--- src/rtl/hs32_mem_arbiter.sv ---
// hs32_mem_arbiter: two-requester memory arbiter that serves one fetch port and
// one execute port against a single memory bus. Only one transaction is in
// flight at a time. Execute wins a collision until fetch has waited
// STARVE_LIMIT grants. Bus outputs are registered and held until m_ack.
module hs32_mem_arbiter #(
  parameter int unsigned STARVE_LIMIT = 3   // legal 1..7
) (
  input  logic        clk,
  input  logic        reset,
  // fetch port
  input  logic [31:0] f_addr,
  input  logic        f_reqm,
  output logic [31:0] f_dtr,
  output logic        f_rdym,
  input  logic        flush,
  // execute port
  input  logic [31:0] e_addr,
  input  logic [31:0] e_dtw,
  input  logic        e_rw,
  input  logic        e_reqm,
  output logic [31:0] e_dtr,
  output logic        e_rdym,
  // memory bus
  output logic [31:0] m_addr,
  output logic [31:0] m_dtw,
  output logic        m_rw,
  output logic        m_stb,
  input  logic        m_ack,
  input  logic [31:0] m_dtr
);

  typedef enum logic [1:0] {IDLE, FETCH, EXEC} state_t;

  localparam logic [2:0] LIMIT = 3'(STARVE_LIMIT);

  state_t      state_q, state_d;
  logic [2:0]  starve_q, starve_d;
  logic [31:0] m_addr_q, m_addr_d;
  logic [31:0] m_dtw_q, m_dtw_d;
  logic        m_rw_q, m_rw_d;
  logic        m_stb_q, m_stb_d;
  logic        fetch_ok, gnt_e, gnt_f;

  // A flush blocks new fetch grants only; execute keeps priority until fetch
  // has been passed over STARVE_LIMIT times in a row.
  assign fetch_ok = f_reqm && !flush;
  assign gnt_e    = e_reqm && !(fetch_ok && (starve_q == LIMIT));
  assign gnt_f    = !gnt_e && fetch_ok;

  // Read data is broadcast; the rdym pulse alone qualifies it.
  assign f_dtr  = m_dtr;
  assign e_dtr  = m_dtr;
  assign m_addr = m_addr_q;
  assign m_dtw  = m_dtw_q;
  assign m_rw   = m_rw_q;
  assign m_stb  = m_stb_q;

  // Next-state, bus latch and completion pulses.
  always_comb begin
    state_d  = state_q;
    starve_d = starve_q;
    m_addr_d = m_addr_q;
    m_dtw_d  = m_dtw_q;
    m_rw_d   = m_rw_q;
    m_stb_d  = m_stb_q;
    f_rdym   = 1'b0;
    e_rdym   = 1'b0;
    case (state_q)
      IDLE: begin
        if (gnt_e) begin
          state_d  = EXEC;
          m_addr_d = e_addr;
          m_dtw_d  = e_dtw;
          m_rw_d   = e_rw;
          m_stb_d  = 1'b1;
          // Count only grants that actually made fetch wait.
          if (f_reqm && (starve_q != LIMIT)) starve_d = starve_q + 3'd1;
        end else if (gnt_f) begin
          state_d  = FETCH;
          m_addr_d = f_addr;
          m_rw_d   = 1'b0;
          m_stb_d  = 1'b1;
          starve_d = 3'd0;
        end
      end
      FETCH: begin
        if (m_ack) begin
          // A flushed fetch still completes on the bus but is not reported.
          f_rdym  = reset && !flush;
          state_d = IDLE;
          m_stb_d = 1'b0;
        end
      end
      EXEC: begin
        if (m_ack) begin
          e_rdym  = reset;
          state_d = IDLE;
          m_stb_d = 1'b0;
        end
      end
      default: begin
        state_d = IDLE;
        m_stb_d = 1'b0;
      end
    endcase
  end

  // State and bus registers with synchronous active-low reset.
  always_ff @(posedge clk) begin
    if (!reset) begin
      state_q  <= IDLE;
      starve_q <= 3'd0;
      m_addr_q <= 32'd0;
      m_dtw_q  <= 32'd0;
      m_rw_q   <= 1'b0;
      m_stb_q  <= 1'b0;
    end else begin
      state_q  <= state_d;
      starve_q <= starve_d;
      m_addr_q <= m_addr_d;
      m_dtw_q  <= m_dtw_d;
      m_rw_q   <= m_rw_d;
      m_stb_q  <= m_stb_d;
    end
  end

endmodule

--- config.mk ---
export PLATFORM = sky130hd
export DESIGN_NAME = hs32_mem_arbiter
export DESIGN_NICKNAME = d
export VERILOG_FILES = /design/src/rtl/hs32_mem_arbiter.sv
export SDC_FILE = /design/constraint.sdc
export NUM_CORES = 1
export LEC_CHECK = 0
export ABC_AREA = 1
export BUFFER_PORTS_ARGS = -buffer_cell sky130_fd_sc_hd__buf_4
export CAP_MARGIN = 20
export CORE_ASPECT_RATIO = 1.25
export CORE_MARGIN = 2
export CORE_UTILIZATION = 37
export DETAILED_ROUTE_END_ITERATION = 12
export PLACE_DENSITY_LB_ADDON = 0.05
export SLEW_MARGIN = 25
export SYNTH_ARGS = -nofsm -noshare
export SYNTH_HDL_FRONTEND = slang
export SYNTH_SLANG_ARGS = --single-unit
--- constraint.sdc ---
create_clock -name clk -period 1.7 [get_ports clk]
set_clock_uncertainty 0.2 [all_clocks]
set_input_delay 0.085 -clock clk [delete_from_list [all_inputs] [get_ports clk]]
set_output_delay 0.085 -clock clk [all_outputs]
set_load 0.02 [all_outputs]
==> out/qor.csv, run 1 <==
metric,value,unit
wl_per_cell,12.5,um
postLayoutSetupSlackWorst,0.0475,ns
synth-edff-count,0,
timing.final.crit_period,1.65,ns
switching_share,32.0,%
cts_tree,done,
clk_path_buf_depth,2,
nets,918,
floorplan.initialDensity,38.2,%
detail-route-antenna-nets,0,
yosys.area.top_type_share,38.3,%
mean_cell_area_of_the_mapped_netlist,6.86,um2
critPathMaxFanout,18,
place.port_buffers,170,
drcViolationCount,0,
gp_congestion,0.788,
min_path_type,input port to register,
p_clk_share,31.8,%
layout-area-overhead-vs-synth,74.8,%
grt_max_degree,38,
final-max-slew-violation-count,0,
net-switching-power,1.88,mW
number_of_sinks_handled_by_clock_tree_synthesis,71,
synth_sequential_area_ratio,38.3,%
setup.worst_path.class,register to register,
yosys_warnings,0,
cp_data_required_time,1.77,ns
ys_ff_latch,71,
grt_setup_unrepaired,true,
num_io_pins,267,
cellPowerDensity,906,mW/mm2
nFillCells,802,
ir_drop,525,uV
synth.most_common_cell,nand2_1,
cellInternalPower,3.99,mW
grt_antenna_before_repair,0,
global_route_wire_length_before_repair,17100,um
grtUsageTotal,19.6,%
net_count_after_synthesis,681,
cp_cell_sequence,"ha_2, ha_4, nand3_4, nand3_4, buf_6, nand2_1, a21oi_2",
worst_path_largest_cell_delay,0.34,ns
htree_num_levels,3,
timing.critical_path.to_type,register,
final-setup-viol-count,0,
wl,11400,um
drive_gt1_share,28.1,%
antenna_cells,0,
max_freq,605,MHz
power.share.sequential,33.8,%
tritoncts.num_buffers,9,
worst_setup_path_start_kind,register,
place_ws,-0.0222,ns
cap_violations,0,
run_status,completed,
cp.buffers_inverters,1,
die_width,93.5,um
synth.cell_area,0.00371,mm2
die-height,116,um
synthCells,541,
synth_top_flop_cell,dfxtp_1,
worst_slew_pin_slew,0.423,ns
drtIter0Drc,139,
most_common_library_cells_after_synthesis,"nand2_1, inv_1, dfxtp_1",
maxSlewHeadroom,71.7,%
worst_path_max_delay_cell,dfxtp_1,
post-place-cells,757,
most_common_cell_type_on_the_critical_path,nand3_4,
total_power,5.87,mW
netlist_top_cells_area,"dfxtp_1, nand2_1, buf_4",
floorplan.die_area,0.0108,mm2
synth_async_sr_flop_share,0,%
finish.utilization,66.8,%
power.share.combinational,34.5,%
synth_cell_types,19,
core_area,0.00971,mm2
rows,40,
drt-pass1-iter-count,4,
finalHoldViolations,0,
min_period_over_period,97.2,%
detailroute.via_count,4097,
cts_root_buf,clkbuf_16,
placedInstanceArea,0.00471,mm2
route.detailed.vias_per_inst,4.51,
clk_latency,0.33,ns
critical_path.top_delay_family,adder cells,
global_route.overflow_total,0,
total_leakage_power,3.20,nW
arrival,1.72,ns
yosysTopAreaCell,dfxtp_1,
cts.reportedPaths.clkPinSlew,0.05,ns
design_area,0.00648,mm2
grt_pass1_vias,3828,
hpwlAfterDp,6640,um
finalNonFillerCells,909,
## worst paths after layout
| path | startpoint | end | slack (ns) | cells after the start |
|---|---|---|---|---|
| worst max-delay path | starve_q[0]$_SDFFE_PN0P_ | m_dtw[29]$_SDFFE_PN0P_ | 0.05 | 7 |
| worst min-delay path | flush | starve_q[1]$_SDFFE_PN0P_ | 0.1 | 5 |
| worst max register to register | starve_q[0]$_SDFFE_PN0P_ | m_dtw[29]$_SDFFE_PN0P_ | 0.05 | 7 |
| worst min register to register | m_dtw[18]$_SDFFE_PN0P_ | m_dtw[18]$_SDFFE_PN0P_ | 0.26 | 2 |
## placed cells by master, fill, tap and decap left out
cell / synthesis / routed
buf_4: 68 / 175
nand2_1: 146 / 145
dlygate4sd3_1: 0 / 133
inv_1: 73 / 73
dfxtp_1: 71 / 71
nand3_1: 68 / 68
a21oi_1: 69 / 63
clkbuf_16: 0 / 11
buf_12: 0 / 7
a21oi_2: 0 / 6
nor2_1: 4 / 4
inv_2: 4 / 3
clkinv_2: 0 / 3
nand3_4: 0 / 2
ha_4: 0 / 2
ha_1: 5 / 2
clkinvlp_4: 0 / 2
buf_6: 0 / 2
and3_1: 1 / 1
inv_6: 0 / 1
a21oi_4: 1 / 1
nand2_4: 0 / 1
o21bai_1: 1 / 1
nand4_1: 1 / 1
o21ai_0: 1 / 1
or2_2: 1 / 1
ha_2: 0 / 1
bufinv_16: 0 / 1
clkbuf_8: 0 / 1
## per-stage QoR
| stage | TNS (ns) | hold WS [ns] |
|---|---|---|
| 2_1_floorplan | 0 | 0.0198 |
| 3_3_place_gp | 0 | -0.0298 |
| 3_5_place_dp | -0.259 | -0.0298 |
| 4_1_cts | 0 | 0.0892 |
| 5_1_grt | -0.0844 | 0.125 |
| 6_report | 0 | 0.0959 |
## cell type report
type,instances,area [um2],share of cell area (%)
Sequential cell,71,1420,21.9
Timing Repair Buffer,319,2860,44.1
Clock buffer,10,239,3.69
Clock inverter,6,60.1,0.927
Tap cell,126,158,2.43
Inverter,77,294,4.54
Multi-Input combinational cell,300,1450,22.4
## timing repair
action / CTS / global route
hold buffers: 133 / 0
pin swaps: 0 / 2
gates cloned: 0 / 2
buffers inserted: 0 / 1
resized for setup: 4 / 15
endpoints found under the setup margin: 34 / 61
hold endpoints to repair: 133 / 0
## cells by family (layout without fill, tap and decap cells)
kind of cell,after synthesis,in the layout,synth area share [%]
adder cells (fa/ha/maj),5,5,1.69
AND/OR/NAND/NOR,223,223,25.4
flip-flops,71,71,38.3
AO/OA/AOI/OAI,72,72,10.1
buffers and inverters,170,412,24.5
## power groups by stage
stage	combinational (mW)	clock, mW	sequential (mW)
floorplan	0.854	0	2.25
global placement	1.58	0	2.01
detailed placement	1.58	0	2.02
CTS	1.96	1.92	1.98
global route	2.21	1.97	2.01
finish	2.03	1.87	1.98
## layer usage
layer / share of wire (%) / GRT usage, % / up-vias
met3: 7.5 / 6.96 / 20
met2: 49 / 33.6 / 167
met1: 42 / 22.3 / 1821
met4: 1.9 / 7.34 / 0
li1: - / - / 2089
met5: 0 / 0 / -
## sequential cells by signal, indices dropped and copies added, names as in the netlist
name,count
m_rw,1
m_dtw,32
m_stb,1
m_addr,32
starve_q,3
state_q,2
## worst min-delay path, delay by kind of cell
| family | cells | cell delay, ns |
|---|---|---|
| buffers and inverters | 2 | 0.24 |
| AOI/OAI and AO/OA | 2 | 0.18 |
| and+or+nand+nor | 1 | 0.07 |
(Power assumes the default switching activity.)
==> inputs of run 2 (changes only) <==
--- a/config.mk
+++ b/config.mk
@@ -8,12 +8,12 @@
 export ABC_AREA = 1
 export BUFFER_PORTS_ARGS = -buffer_cell sky130_fd_sc_hd__buf_4
 export CAP_MARGIN = 20
-export CORE_ASPECT_RATIO = 1.25
 export CORE_MARGIN = 2
-export CORE_UTILIZATION = 37
+export CORE_UTILIZATION = 38
+export CTS_BUF_LIST = sky130_fd_sc_hd__clkbuf_4
 export DETAILED_ROUTE_END_ITERATION = 12
 export PLACE_DENSITY_LB_ADDON = 0.05
-export SLEW_MARGIN = 25
+export SLEW_MARGIN = 0
 export SYNTH_ARGS = -nofsm -noshare
 export SYNTH_HDL_FRONTEND = slang
 export SYNTH_SLANG_ARGS = --single-unit
==> run 2 against run 1 <==
  * Setup slack better by 0.026 ns
  * Sequential power about the same
  * Clock power down 42%
  * Register-to-register slack better by 0.03 ns
  * Critical path depth down 2
  * Final area shrank 2.0%
  * Cell count is 1.1% higher
  * Fmax increased by 1.6%
  * Via count up 0.81%
  * Combinational power barely moved
  * First-iteration DRC count down 10%
==> out/qor.csv, run 2 (synthesized netlist as in run 1, its figures left out) <==
metric,value,unit,change
run_status,completed,,unchanged
wl,11900,um,was 11400 um
drt-pass1-iter-count,4,,unchanged
clk_latency,0.41,ns,was 0.33 ns
rr_startpoint,starve_q[0]$_SDFFE_PN0P_,,unchanged
die_width,103,um,was 93.5 um
switching_share,35.5,%,was 32.0%
finalNonFillerCells,919,,was 909
final_cell_mix,"buf_4, nand2_1, dlygate4sd3_1, inv_1",,"was buf_4, nand2_1, dlygate4sd3_1, inv_1, dfxtp_1"
design_area,0.00635,mm2,was 0.00648 mm2
wl_per_cell,12.9,um,was 12.5 um
power.share.sequential,38.9,%,was 33.8%
floorplan.die_area,0.0106,mm2,was 0.0108 mm2
cellPowerDensity,804,mW/mm2,was 906 mW/mm2
min_path_type,input port to register,,unchanged
rows,36,,was 40
p_clk_share,21.2,%,was 31.8%
grt_antenna_before_repair,0,,unchanged
final-setup-viol-count,0,,unchanged
layout-area-overhead-vs-synth,71.2,%,was 74.8%
detailroute.via_count,4130,,was 4097
timing.critical_path.to_type,output pin,,was register
critPathMaxFanout,3,,was 18
drcViolationCount,0,,unchanged
hold_start,e_dtw[20],,was flush
min_period_over_period,95.6,%,was 97.2%
grtUsageTotal,21.3,%,was 19.6%
global_route_wire_length_before_repair,17800,um,was 17100 um
route.detailed.vias_per_inst,4.49,,was 4.51
grt_pass1_vias,3878,,was 3828
drtIter0Drc,125,,was 139
htree_num_levels,3,,unchanged
final_common_cell,buf_4,,unchanged
cellInternalPower,3.29,mW,was 3.99 mW
post-place-cells,766,,was 757
cp_data_required_time,1.41,ns,was 1.77 ns
cts_tree,done,,unchanged
finish.utilization,65.9,%,was 66.8%
critical_path.startpoint,state_q[1]$_SDFFE_PN0P_,,was starve_q[0]$_SDFFE_PN0P_
hpwlAfterDp,6980,um,was 6640 um
cts.reportedPaths.clkPinSlew,0.13,ns,was 0.05 ns
arrival,1.34,ns,was 1.72 ns
grt_max_degree,33,,was 38
floorplan.initialDensity,38.5,%,was 38.2%
die-height,103,um,was 116 um
place.port_buffers,170,,unchanged
max_freq,615,MHz,was 605 MHz
finalHoldViolations,0,,unchanged
clk_path_buf_depth,2,,unchanged
placedInstanceArea,0.00471,mm2,about the same
number_of_sinks_handled_by_clock_tree_synthesis,71,,unchanged
drive_gt1_share,29.1,%,was 28.1%
global_route.overflow_total,0,,unchanged
antenna_cells,0,,unchanged
net-switching-power,1.81,mW,was 1.88 mW
core_area,0.00964,mm2,was 0.00971 mm2
total_leakage_power,3.13,nW,was 3.20 nW
num_io_pins,267,,unchanged
worst_slew_pin_slew,0.434,ns,was 0.423 ns
setup.worst_path.class,register to output pin,,was register to register
worst_setup_path_start_kind,register,,unchanged
maxSlewHeadroom,71.0,%,was 71.7%
ir_drop,425,uV,was 525 uV
nets,921,,was 918
cap_violations,0,,unchanged
detail-route-antenna-nets,0,,unchanged
gp_congestion,0.756,,was 0.788
timing.final.crit_period,1.63,ns,was 1.65 ns
cts_root_buf,clkbuf_4,,was clkbuf_16
final-max-slew-violation-count,0,,unchanged
power.share.combinational,39.9,%,was 34.5%
tritoncts.num_buffers,9,,unchanged
-- run 2: through the flow --
step                worst slack (ns)   TNS (ns)  total power, mW  hold slack [ns]
floorplan                     0.0855          0             3.10           0.0198
global placement              0.0231          0             3.59          -0.0298
detailed placement           -0.0219     -0.124             3.60          -0.0298
CTS                          0.00645          0             5.10            0.227
global route               -0.000552  -0.000552             5.43            0.228
finish                        0.0740          0             5.10            0.268
-- run 2: routing by layer --
layer | up-vias | global-route usage (%) | share of wire, %
met5 | - | 0 | 0
met4 | 0 | 9.11 | 2.5
met3 | 27 | 6.03 | 7.9
met2 | 185 | 35.9 | 48
met1 | 1820 | 25.5 | 41
li1 | 2098 | - | -
-- run 2: cell type report --
type | count | area [um2]
clock inverters | 6 | 61.3
flip-flops and latches | 71 | 1430
fillers | 821 | 3290
repair buffers | 322 | 2870
inverters | 77 | 294
well taps | 133 | 166
clock buffers | 10 | 75.1
multi-input cells | 300 | 1460
-- run 2: worst paths after layout --
check | endpoint | slack (ns) | cells after the start
worst max register to register | m_dtw[9]$_SDFFE_PN0P_ | 0.08 | 8
worst min-delay path | m_dtw[20]$_SDFFE_PN0P_ | 0.27 | 4
worst min register to register | m_dtw[18]$_SDFFE_PN0P_ | 0.27 | 2
worst max-delay path | f_rdym | 0.07 | 5
-- run 2: critical path, cell delays in order, from the launching register on --
cell	delay, ns
dfxtp_2	0.35
inv_2	0.08
ha_1	0.16
nand3_2	0.08
nor2_2	0.13
buf_6	0.14
-- run 2: timing repair --
item,4_1_cts,5_1_grt
gates resized for setup,9,24
pin swaps,2,0
setup buffers,1,1
hold buffers,134,0
setup endpoints to repair,26,53
cloned,1,0
hold endpoints to repair,135,0
-- run 2: power groups by stage --
stage | Sequential [mW] | Clock [mW] | Combinational [mW]
after floorplan | 2.25 | 0 | 0.854
after global placement | 2.01 | 0 | 1.58
after detailed placement | 2.02 | 0 | 1.58
after CTS | 1.98 | 1.13 | 1.99
after global routing | 2.01 | 1.20 | 2.22
final | 1.99 | 1.08 | 2.04
==> inputs of run 3 (changes only) <==
--- a/config.mk
+++ b/config.mk
@@ -8,8 +8,9 @@
 export ABC_AREA = 1
 export BUFFER_PORTS_ARGS = -buffer_cell sky130_fd_sc_hd__buf_4
 export CAP_MARGIN = 20
+export CORE_ASPECT_RATIO = 1.25
 export CORE_MARGIN = 2
-export CORE_UTILIZATION = 38
+export CORE_UTILIZATION = 30
 export CTS_BUF_LIST = sky130_fd_sc_hd__clkbuf_4
 export DETAILED_ROUTE_END_ITERATION = 12
 export PLACE_DENSITY_LB_ADDON = 0.05
==> constraint.sdc (replaced) <==
create_clock -name clk -period 1.54 [get_ports clk]
set_clock_uncertainty 0.2 [all_clocks]
set_input_delay 0.077 -clock clk [delete_from_list [all_inputs] [get_ports clk]]
set_output_delay 0.077 -clock clk [all_outputs]
set_load 0.02 [all_outputs]
==> run 3 against run 2 <==
  * The flow now finishes with violations (setup timing)
  * Hold slack worse by 0.14 ns
  * First-iteration DRC count decreased by 22%
  * Flip-flop and latch count unchanged
  * Clock power grew 8%
  * Sequential power grew 10%
  * Non-clock buffer count up 23
  * Die area rose by 26%
  * Clock-buffer cell count shrank 1
==> out/qor.csv, run 3 (synthesized netlist as in run 1, its figures left out) <==
metric,value,unit,change
critPathMaxFanout,8,,was 3
clk_latency,0.41,ns,about the same
worst_setup_path_start_kind,register,,unchanged
ir_drop,434,uV,was 425 uV
failed_checks,setup timing,,
setup.worst_path.class,register to register,,was register to output pin
detailroute.via_count,4318,,was 4130
grtUsageTotal,18.4,%,was 21.3%
global_route_wire_length_before_repair,19100,um,was 17800 um
die-height,128,um,was 103 um
tritoncts.num_buffers,9,,unchanged
min_path_type,input port to register,,unchanged
grt_antenna_before_repair,1,,was 0
grt_max_degree,32,,was 33
die_width,103,um,about the same
final-max-slew-violation-count,0,,unchanged
global_route.overflow_total,0,,unchanged
timing.final.crit_period,1.70,ns,
worst_slew_pin_slew,0.441,ns,was 0.434 ns
layout-area-overhead-vs-synth,94.4,%,was 71.2%
grt_pass1_vias,4113,,was 3878
finish.utilization,59.6,%,was 65.9%
drcViolationCount,0,,unchanged
finalHoldViolations,0,,unchanged
htree_num_levels,3,,unchanged
num_io_pins,267,,unchanged
floorplan.die_area,0.0133,mm2,was 0.0106 mm2
clk_path_buf_depth,2,,unchanged
hold-worst-slack,0.125,ns,was 0.268 ns
number_of_sinks_handled_by_clock_tree_synthesis,71,,unchanged
final-setup-viol-count,69,,was 0
floorplan.initialDensity,30.6,%,was 38.5%
wl_per_cell,13.7,um,was 12.9 um
min_period_over_period,110,%,
arrival,1.84,ns,was 1.34 ns
drive_gt1_share,40.8,%,was 29.1%
place.port_buffers,170,,unchanged
final_common_cell,buf_4,,unchanged
cap_violations,0,,unchanged
maxSlewHeadroom,70.5,%,was 71.0%
hpwlAfterDp,7780,um,was 6980 um
wl,13400,um,was 11900 um
run_status,"finished, violations left",,was completed
timing.critical_path.to_type,register,,was output pin
cp_data_required_time,1.69,ns,was 1.41 ns
max_freq,589,MHz,
route.detailed.vias_per_inst,4.43,,was 4.49
postLayoutSetupSlackWorst,-0.157,ns,was 0.0740 ns
rows,45,,was 36
final_cell_mix,"buf_4, dlygate4sd3_1, nand2_1, inv_1, dfxtp_1",,"was buf_4, nand2_1, dlygate4sd3_1, inv_1"
core_area,0.0121,mm2,was 0.00964 mm2
cellPowerDensity,857,mW/mm2,was 804 mW/mm2
drtIter0Drc,98,,was 125
total_leakage_power,3.48,nW,was 3.13 nW
cts.reportedPaths.clkPinSlew,0.12,ns,was 0.13 ns
cts_tree,done,,unchanged
drt-pass1-iter-count,4,,unchanged
gp_congestion,0.767,,was 0.756
detail-route-antenna-nets,0,,unchanged
nets,944,,was 921
grt_setup_unrepaired,true,,
cts_root_buf,clkbuf_4,,unchanged
-- run 3: cell count changes in the layout (fill, tap and decap cells not counted), moves of 13 or more --
cell,change
a21oi_1,-27
nand2_1,-30
nand2_2,+13
nand2_4,+16
nand3_1,-16
a21oi_2,+27
nand3_2,+16
-- run 3: path summary, 6_finish.rpt --
path | from | slack [ns] | to | cells after the start
setup reg to reg | starve_q[1]$_SDFFE_PN0P_ | -0.16 | m_dtw[12]$_SDFFE_PN0P_ | 9
setup / recovery | starve_q[1]$_SDFFE_PN0P_ | -0.16 | m_dtw[12]$_SDFFE_PN0P_ | 9
hold / removal | flush | 0.13 | state_q[0]$_SDFFE_PN0P_ | 7
hold reg to reg | starve_q[2]$_SDFFE_PN0P_ | 0.27 | starve_q[2]$_SDFFE_PN0P_ | 2
-- run 3: where the power goes --
group / internal (mW) / switching (mW)
clock: 0.481 / 0.687
combinational: 1.40 / 1.42
sequential: 2.07 / 0.124
-- run 3: per-layer routing --
metal  up-vias  part of all wire, %  track usage [%]  routed length (um)
met3        19                  5.1             3.87                 683
met1      1975                   37             19.7                5010
met5         -                    0                0                   0
met2       176                   56             34.7                7490
li1       2148                    -                -                   -
met4         0                  1.5             6.50                 197
-- run 3: final cells by class --
| class | count | area [um2] |
|---|---|---|
| diodes | 2 | 5.00 |
| clock buffers | 9 | 67.6 |
| clock inverters | 7 | 63.8 |
| fillers | 1092 | 4890 |
| inverters | 77 | 302 |
| multi-input cells | 300 | 1850 |
| flip-flops and latches | 71 | 1430 |
| well taps | 164 | 205 |
| repair buffers | 345 | 3290 |
-- run 3: stage by stage --
stage	power (mW)	area, um2	worst slack, ns	setup TNS [ns]	cells
6_report	6.18	7210	-0.157	-6.15	975
5_1_grt	6.56	7210	-0.203	-11.28	974
4_1_cts	5.95	6740	-0.131	-4.78	965
3_5_place_dp	4.09	4890	-0.106	-4.96	805
3_3_place_gp	4.08	4890	-0.0687	-3.36	805
2_1_floorplan	3.44	3740	-0.00673	-0.103	541
-- run 3: what timing repair did --
item / 4_1_cts / 5_1_grt
endpoints found under the setup margin: 70 / 73
setup buffers: 7 / 4
cloned: 3 / 5
endpoints found under the hold margin: 135 / 0
pin swaps: 13 / 30
hold buffers: 134 / 0
gates resized for setup: 57 / 87
-- run 3: worst max-delay path, stage by stage, from the launching register on --
cell and delay (ns):
dfxtp_2 0.36, ha_4 0.16, ha_4 0.16, nand3_4 0.10, nand3_4 0.08, buf_12 0.14
clkinv_8 0.07, clkbuf_16 0.17, nand2_2 0.06, a21oi_2 0.12
